$ cat src/rtl/per2axi_issue_pkg.sv
// Shared types and helpers for the peripheral-to-AXI issue controller.
package per2axi_issue_pkg;

  typedef enum logic [1:0] {
    IDLE    = 2'd0,
    AW_PEND = 2'd1,
    AR_PEND = 2'd2,
    DRAIN   = 2'd3
  } state_e;

  // Bits needed to hold 0..max_out inclusive.
  function automatic int cnt_width(input int max_out);
    int w;
    w = 1;
    while ((1 << w) < (max_out + 1)) w++;
    return w;
  endfunction

endpackage

$ cat src/rtl/per2axi_txn_cnt.sv
// Saturating up/down outstanding-transaction counter with a sticky underflow flag.
module per2axi_txn_cnt #(
  parameter int MAX = 8,
  parameter int W   = per2axi_issue_pkg::cnt_width(MAX)
) (
  input  logic         clk,
  input  logic         rst,
  input  logic         inc,
  input  logic         dec,
  output logic [W-1:0] cnt,
  output logic         err
);

  // NOTE: sequential state is written with non-blocking assignments only, so
  // every flop samples pre-edge values regardless of process ordering.
  always_ff @(posedge clk or posedge rst) begin
    if (rst) begin
      cnt <= '0;
      err <= 1'b0;
    end else begin
      unique case ({inc, dec})
        2'b10: if (cnt != W'(MAX)) cnt <= cnt + 1'b1;
        2'b01: begin
          if (cnt == '0) err <= 1'b1;
          else           cnt <= cnt - 1'b1;
        end
        default: ;
      endcase
    end
  end

endmodule

$ cat src/rtl/per2axi_issue_ctrl.sv
// AW/AR issue arbiter with outstanding tracking and flush handshake.
// Optional read-after-write ordering is enabled by defining PER2AXI_RAW_ORDER_EN.
module per2axi_issue_ctrl
  import per2axi_issue_pkg::*;
#(
  parameter int MAX_OUTSTANDING = 8,
  parameter int CNT_W           = cnt_width(MAX_OUTSTANDING)
) (
  input  logic             clk_i,
  input  logic             rst_i,
  input  logic             wr_req_i,
  output logic             wr_gnt_o,
  input  logic             rd_req_i,
  output logic             rd_gnt_o,
  output logic             aw_valid_o,
  input  logic             aw_ready_i,
  output logic             ar_valid_o,
  input  logic             ar_ready_i,
  input  logic             b_done_i,
  input  logic             r_done_i,
  input  logic             flush_req_i,
  output logic             flush_ack_o,
  output logic [CNT_W-1:0] wr_outstanding_o,
  output logic [CNT_W-1:0] rd_outstanding_o,
  output logic             busy_o,
  output logic             err_o
);

  state_e state_q, state_d;
  logic   last_wr_q, last_wr_d;
  logic   flush_ack_q, flush_ack_d;
  logic   aw_valid_q, ar_valid_q;
  logic   wr_elig, rd_elig, raw_ok;
  logic   wr_err, rd_err;

  assign wr_gnt_o = aw_valid_q & aw_ready_i;
  assign rd_gnt_o = ar_valid_q & ar_ready_i;

  per2axi_txn_cnt #(.MAX(MAX_OUTSTANDING), .W(CNT_W)) u_wr_cnt (
    .clk(clk_i), .rst(rst_i), .inc(wr_gnt_o), .dec(b_done_i),
    .cnt(wr_outstanding_o), .err(wr_err)
  );

  per2axi_txn_cnt #(.MAX(MAX_OUTSTANDING), .W(CNT_W)) u_rd_cnt (
    .clk(clk_i), .rst(rst_i), .inc(rd_gnt_o), .dec(r_done_i),
    .cnt(rd_outstanding_o), .err(rd_err)
  );

`ifdef PER2AXI_RAW_ORDER_EN
  assign raw_ok = (wr_outstanding_o == '0) && (state_q != AW_PEND);
`else
  assign raw_ok = 1'b1;
`endif

  assign wr_elig = wr_req_i && (wr_outstanding_o < CNT_W'(MAX_OUTSTANDING));
  assign rd_elig = rd_req_i && (rd_outstanding_o < CNT_W'(MAX_OUTSTANDING)) && raw_ok;

  // NOTE: every always_comb output gets a default first, so no path can
  // leave a signal unassigned and infer a latch.
  always_comb begin
    state_d     = state_q;
    last_wr_d   = last_wr_q;
    flush_ack_d = 1'b0;
    unique case (state_q)
      IDLE: begin
        // The ack cycle still sees the held flush level; do not re-enter DRAIN.
        if (flush_req_i && !flush_ack_q)           state_d = DRAIN;
        else if (wr_elig && (!rd_elig || !last_wr_q)) state_d = AW_PEND;
        else if (rd_elig)                          state_d = AR_PEND;
      end
      AW_PEND: if (aw_ready_i) begin
        state_d   = IDLE;
        last_wr_d = 1'b1;
      end
      AR_PEND: if (ar_ready_i) begin
        state_d   = IDLE;
        last_wr_d = 1'b0;
      end
      DRAIN: if ((wr_outstanding_o == '0) && (rd_outstanding_o == '0)) begin
        flush_ack_d = 1'b1;
        state_d     = IDLE;
      end
      default: state_d = IDLE;
    endcase
  end

  always_ff @(posedge clk_i or posedge rst_i) begin
    if (rst_i) begin
      state_q     <= IDLE;
      last_wr_q   <= 1'b0;
      flush_ack_q <= 1'b0;
      aw_valid_q  <= 1'b0;
      ar_valid_q  <= 1'b0;
    end else begin
      state_q     <= state_d;
      last_wr_q   <= last_wr_d;
      flush_ack_q <= flush_ack_d;
      aw_valid_q  <= (state_d == AW_PEND);
      ar_valid_q  <= (state_d == AR_PEND);
    end
  end

  assign aw_valid_o  = aw_valid_q;
  assign ar_valid_o  = ar_valid_q;
  assign flush_ack_o = flush_ack_q;
  assign busy_o      = (state_q != IDLE) || (wr_outstanding_o != '0) || (rd_outstanding_o != '0);
  assign err_o       = wr_err | rd_err;

endmodule

$ cat config.mk
export PLATFORM = sky130hd
export DESIGN_NAME = per2axi_issue_ctrl
export DESIGN_NICKNAME = d
export VERILOG_FILES = /design/src/rtl/per2axi_issue_pkg.sv /design/src/rtl/per2axi_txn_cnt.sv /design/src/rtl/per2axi_issue_ctrl.sv
export SDC_FILE = /design/constraint.sdc
export NUM_CORES = 1
export LEC_CHECK = 0
export BUFFER_PORTS_ARGS = -buffer_cell sky130_fd_sc_hd__buf_4
export CELL_PAD_IN_SITES_DETAIL_PLACEMENT = 0
export CELL_PAD_IN_SITES_GLOBAL_PLACEMENT = 1
export CORE_UTILIZATION = 42
export DETAILED_ROUTE_END_ITERATION = 6
export PLACE_DENSITY_LB_ADDON = 0.12
export SYNTH_ARGS = -nofsm -noshare
export SYNTH_HDL_FRONTEND = slang
export SYNTH_SLANG_ARGS = --single-unit
$ cat constraint.sdc
create_clock -name clk_i -period 4.1 [get_ports clk_i]
set_input_delay 0.82 -clock clk_i [delete_from_list [all_inputs] [get_ports clk_i]]
set_output_delay 0.82 -clock clk_i [all_outputs]
set_load 0.02 [all_outputs]
## Word-level counts from Yosys, hierarchy flattened

Index checks and enable logic that the tools add are counted.

| word-level totals | value |
|---|---|
| output and inout bits | 15 |
| word-level logic and storage cells | 78 |
| bits of input ports | 9 |
| bits in registers | 16 |

| cells by class | value |
|---|---|
| equal/unequal tests | 17 |
| reduce and logical (&&, ||, !) cells | 25 |
| muxes and demuxes | 18 |
| add/sub/neg operators | 4 |
| order comparisons | 2 |
| bitwise gates (word level) | 3 |

Operators by type and width:

| cell | number |
|---|---|
| $mux 4 | 4 |
| $pmux 4 s2 | 2 |
| $mux 2 | 6 |
| $eq 2x2->1 const B | 5 |
| $reduce_and 3->1 | 3 |
| $add 4x1->4 const B | 2 |
| $eq 2x1->1 const B | 4 |
| $logic_not 4->1 | 2 |
| $lt 4x4->1 const B | 2 |
| $ne 2x2->1 const B | 4 |
| $ne 4x4->1 const B | 2 |
| $pmux 2 s4 | 1 |
| $reduce_bool 2->1 | 4 |
| $reduce_bool 4->1 | 2 |
| $sub 4x1->4 const B | 2 |
| $logic_and 1x1->1 | 5 |
| $mux 1 | 4 |
| $ne 2x1->1 const B | 2 |
| $reduce_and 2->1 | 2 |
| $logic_not 1->1 | 3 |
| $logic_or 1x1->1 | 3 |
| $and 1x1->1 | 2 |
| $logic_not 2->1 | 1 |
| $pmux 1 s2 | 1 |
| $or 1x1->1 | 1 |

## Longest topological paths before layout

| depth | value |
|---|---|
| depth after elaboration | 9 |
| gate-level depth with buffers | 7 |
| mapped depth without buffers | 7 |

## Modules after synthesis

From an unflattened synthesis, not the netlist that was laid out.

| unflattened totals | value |
|---|---|
| cell total of the unflattened synthesis | 99 |
| area, all modules | 1016.0 um2 |

By module, submodules not included:

| module | times used | cells each | area an instance (um2) |
|---|---|---|---|
| per2axi_txn_cnt | 2 | 28 | 320.3 |
| per2axi_issue_ctrl | 1 | 43 | 375.4 |

## Worst setup path before layout

Ideal clock, no wire load.

| timing path | value |
|---|---|
| kind | input -> register |
| from | in r_done_i |
| to | reg u_rd_cnt.cnt[3] |
| stages on the path | 6 |
| arrival time | 2.008 ns |
| slack | 1.954 ns |
| data required time | 3.962 ns |
| buffers on the path | 0 |
| setup time | 0.138 ns |
| cells stage by stage | a21bo_2 > inv_1 > ha_1 > a21o_1 > a21oi_1 > mux4_2 |

| between the ends | value |
|---|---|
| longest elaborated chain between the ends | 3 |
| elaborated cells on any way between the ends | 7 |
| those cells by class | eq/ne (4); mux (1); reduce/logical (2) |

RTL lines:

| element | line | RTL |
|---|---|---|
| start: declaration | per2axi_issue_ctrl.sv:20 | `input logic r_done_i,` |
| $eq 2x2->1 or $eq 2x1->1 (tied branches) | per2axi_txn_cnt.sv:21 | `unique case ({inc, dec})` |
| $ne 2x1->1 (no line) (tied with other cells) | n/a |  |
| $reduce_and 3->1 (no line) | n/a |  |
| end signal: assignment | per2axi_txn_cnt.sv:22 | `2'b10: if (cnt != W'(MAX)) cnt <= cnt + 1'b1;` |
| end signal: assignment | per2axi_txn_cnt.sv:25 | `else cnt <= cnt - 1'b1;` |
| end: declaration | per2axi_txn_cnt.sv:10 | `output logic [W-1:0] cnt,` |

Parallel ways exist; a longest one is shown, timed or not.
A chain may end at the register's enable or synchronous reset.

## Worst setup path after layout

| timing path | value |
|---|---|
| from | reg u_wr_cnt.cnt[3] |
| to | out busy_o |

| between the ends | value |
|---|---|
| longest elaborated chain between the ends | 3 |

RTL lines:

| element | line | RTL |
|---|---|---|
| start: declaration | per2axi_txn_cnt.sv:10 |  |
| start signal: assignment | per2axi_txn_cnt.sv:22 |  |
| start signal: assignment | per2axi_txn_cnt.sv:25 |  |
| $reduce_bool 4->1 | per2axi_issue_ctrl.sv:106 | `assign busy_o = (state_q != IDLE) \|\| (wr_outstanding_o != '0) \|\| (rd_outstanding_o != '0);` |
| $logic_or 1x1->1 (2 in series) | per2axi_issue_ctrl.sv:106 |  |
| end: declaration | per2axi_issue_ctrl.sv:25 | `output logic busy_o,` |

Every way passes these cells.

==> flow_summary.yaml <==
synthesis:
  synth_top_cell_by_area: "dfrtp_1"
  post_synth_main_area_contributors: "dfrtp_1, a21oi_1, ha_1"
  synthFlopType: "dfrtp_1"
  synth-edff-count: 0
  synth_area_per_cell_um2: 9.45
  mappedNetlistNets: 125
  postSynthRegisterBits: 16
  yosys_warnings: 0
  synthesis.area_um2: 1040
  synth.distinct_cells: 31
  synth_async_sr_flop_share_pct: 100
  yosys.area.top_type_share_pct: 38.5
  synth_cells: 110
  synth-seq-area-share_pct: 38.5
die:
  fp.dieArea_um2: 2680
  die-width_um: 51.8
  initial_utilization_pct: 45.7
  core_region_area_um2: 2280
  io-pin-count: 24
  die_height_um: 51.8
  num_rows: 17
sta:
  maximum_clock_frequency_mhz: 392
  maximum_clock_skew_at_final_layout_ns: 0.00447
  hold_ws_ns: 0.454
  worstMarginPinSlew_ns: 0.602
  rsz_0062_raised_after_global_routing: "no"
  maxSlewHeadroom_pct: 59.8
  setup_total_negative_slack_ns: 0
  finalHoldViolations: 0
  post-route-period-util_pct: 62.3
  setup_viol: 0
  final.min_clock_period_ns: 2.55
  finalMaxSlewViolations: 0
cts:
  clock_insertion_delay_worst_skew_ns: 0.27
  h-tree-depth: 1
  tritoncts: "done"
  worst_setup_hold_path_clk_slew_ns: 0.09
  max-clock-path-buffers: 2
  root_buffer: "clkbuf_4"
  post_cts_hold_buffer_count: 0
  clock-sinks: 16
  post-cts-setup-buffer-count: 0
  post_cts.resized_instances: 0
  numCtsBuffers: 3
outcome:
  status: "finished, final reports clean"
detailed_routing:
  antenna_violating_nets_post_route: 0
  met1_length_um: 1090
  num_vias: 889
  vias_per_cell: 5.49
  route.detailed.drc: 0
  drt_iter0_markers: 26
  met3_wirelength_um: 123
  wirelength_um: 2130
  drt_pass1_iterations: 4
  highest_layer: "met4"
  met2_length_um: 892
  wire_per_inst_um: 13.1
critical_path:
  criticalPathCategory: "register to primary output"
  worstSetupStartpointType: "register"
  worstPathRequired_ns: 3.28
  ff2ff_setup_slack_ns: 2.19
  timing.critical_path.cells: "nor4_2, and2_1, nand2_1, buf_4"
  cp_slowest_cell: "dfrtp_1"
  critPathArrivalTime_ns: 1.73
  cp_slowest_stage_delay_ns: 0.50
  worst_setup_path_end_kind: "primary output"
  maximum_fanout_encountered_on_the_critical_timing_path: 9
layout:
  num-nets-final: 151
  area_delta_synth_final_pct: 20.7
  final_area_um2: 1250
  n_antenna_cell: 0
  layout-drive-gt1-share_pct: 24.6
power:
  powerDensity_nw_per_um2: 741
  maximum_vdd_ir_drop_mv: 0.456
  p_leak_nw: 0.610
global_route:
  grt_first_pass_wirelength_um: 3820
  initial_antenna_violation_count: 0
  grt_remaining_overflow: 0
  largest_net_degree_at_the_start_of_global_routing: 17
  number_of_global_route_vias_before_repair: 845
  gr-usage-all-layers_pct: 19.2
placed_design:
  port-buffer-count: 23
  place.detailed.hpwl_um: 1650
  post_dp_cell_area_um2: 1230
  globalplace.congestion: 0.794
flow_run:
  maxCapViolations: 0
worst_hold_path:
  min_path_type: "register to register"
## synth_stat cells, types with 2 or more instances
master / number
nand2b_1: 2
nor2_1: 11
ha_1: 4
nor2b_1: 3
fa_1: 2
nor4_2: 2
xor2_1: 2
nand2_1: 5
a21oi_1: 11
and2_1: 3
a21bo_2: 2
a21o_1: 5
inv_1: 9
o22ai_1: 3
o21ai_0: 9
and3b_1: 2
nand3b_1: 3
nor3_1: 4
dfrtp_1: 16
## cell usage in the layout (no fill, tap or decap)
cell	netlist	layout
a21bo_2	2	2
a21o_1	5	5
a21oi_1	11	11
a311oi_1	1	1
a31o_1	1	1
a32o_1	1	1
and2_1	3	3
and3_1	1	1
and3b_1	2	2
buf_4	0	23
clkbuf_4	0	3
dfrtp_1	16	16
fa_1	2	2
ha_1	4	4
inv_1	9	9
mux4_1	1	1
mux4_2	1	1
nand2_1	5	5
nand2b_1	2	2
nand3_1	1	1
nand3b_1	3	3
nor2_1	11	11
nor2b_1	3	3
nor3_1	4	4
nor4_2	2	2
o21ai_0	9	9
o22ai_1	3	3
or2_2	1	1
or2b_2	1	1
or3b_1	1	1
xor2_1	2	2
## power breakdown
part	internal (mW)	leakage, nW	switching [mW]	total (mW)
logic	0.243	0.409	0.261	0.504
clock network	0.0340	0.0138	0.0444	0.0784
registers	0.232	0.187	0.116	0.348
## cell type report
class                      instances  area (um^2)
inverter                           9         33.8
tap                               28         35.0
fill                             207         1020
timing repair buffer              23          173
multi-input combinational         83          591
clock buffer                       3         22.5
sequential                        16          400
## per-stage QoR
| stage | power (mW) | cells | utilization [%] | worst slack [ns] |
|---|---|---|---|---|
| final | 0.930 | 162 | 55.1 | 1.55 |
| after detailed placement | 0.854 | 159 | 54.2 | 1.69 |
| after CTS | 0.937 | 162 | 55.1 | 1.54 |
| after global placement | 0.851 | 159 | 54.2 | 1.70 |
| after global routing | 1.03 | 162 | 55.1 | 1.41 |
| after floorplan | 0.695 | 110 | - | 1.95 |
## worst max-delay path, delay by kind of cell, from the launching register on
family	cells	cell delay, ns
buffers and inverters	1	0.16
DFF	1	0.50
and+or+nand+nor	3	0.81
## layer usage
layer / GRT usage [%] / up-vias
met1: 29.5 / 416
met4: 6.76 / 0
li1: - / 442
met3: 4.09 / 4
met5: 0 / -
met2: 26.2 / 27
## flip-flops by register name, summed over array words and instances, names as in the netlist
signal        cells
u_rd_cnt.err      1
state_q           2
ar_valid_o        1
u_rd_cnt.cnt      4
u_wr_cnt.cnt      4
last_wr_q         1
aw_valid_o        1
flush_ack_o       1
u_wr_cnt.err      1
## worst paths after layout
| check | from | end | depth (start not counted) |
|---|---|---|---|
| worst max-delay path | u_wr_cnt.cnt[3]$_DFFE_PP0P_ | busy_o | 4 |
| worst min-delay path | u_rd_cnt.err$_DFFE_PP0P_ | u_rd_cnt.err$_DFFE_PP0P_ | 1 |
| worst max register to register | ar_valid_o$_DFF_PP0_ | u_rd_cnt.cnt[3]$_DFFE_PP0P_ | 6 |
| worst min register to register | u_rd_cnt.err$_DFFE_PP0P_ | u_rd_cnt.err$_DFFE_PP0P_ | 1 |
| max in group asynchronous | rst_i | flush_ack_o$_DFF_PP0_ | 2 |
| min in group asynchronous | rst_i | u_wr_cnt.err$_DFFE_PP0P_ | 2 |
## cells by family after synthesis
kind of cell	Yosys count	share of synthesized area [%]
simple gates	40	22.1
xor+xnor	2	1.69
mux	2	4.69
compound gates	33	19.6
fa+ha+maj	6	8.66
flops	16	38.5
buf+inv	11	4.69
No activity file was read; power rests on OpenSTA's default activity.
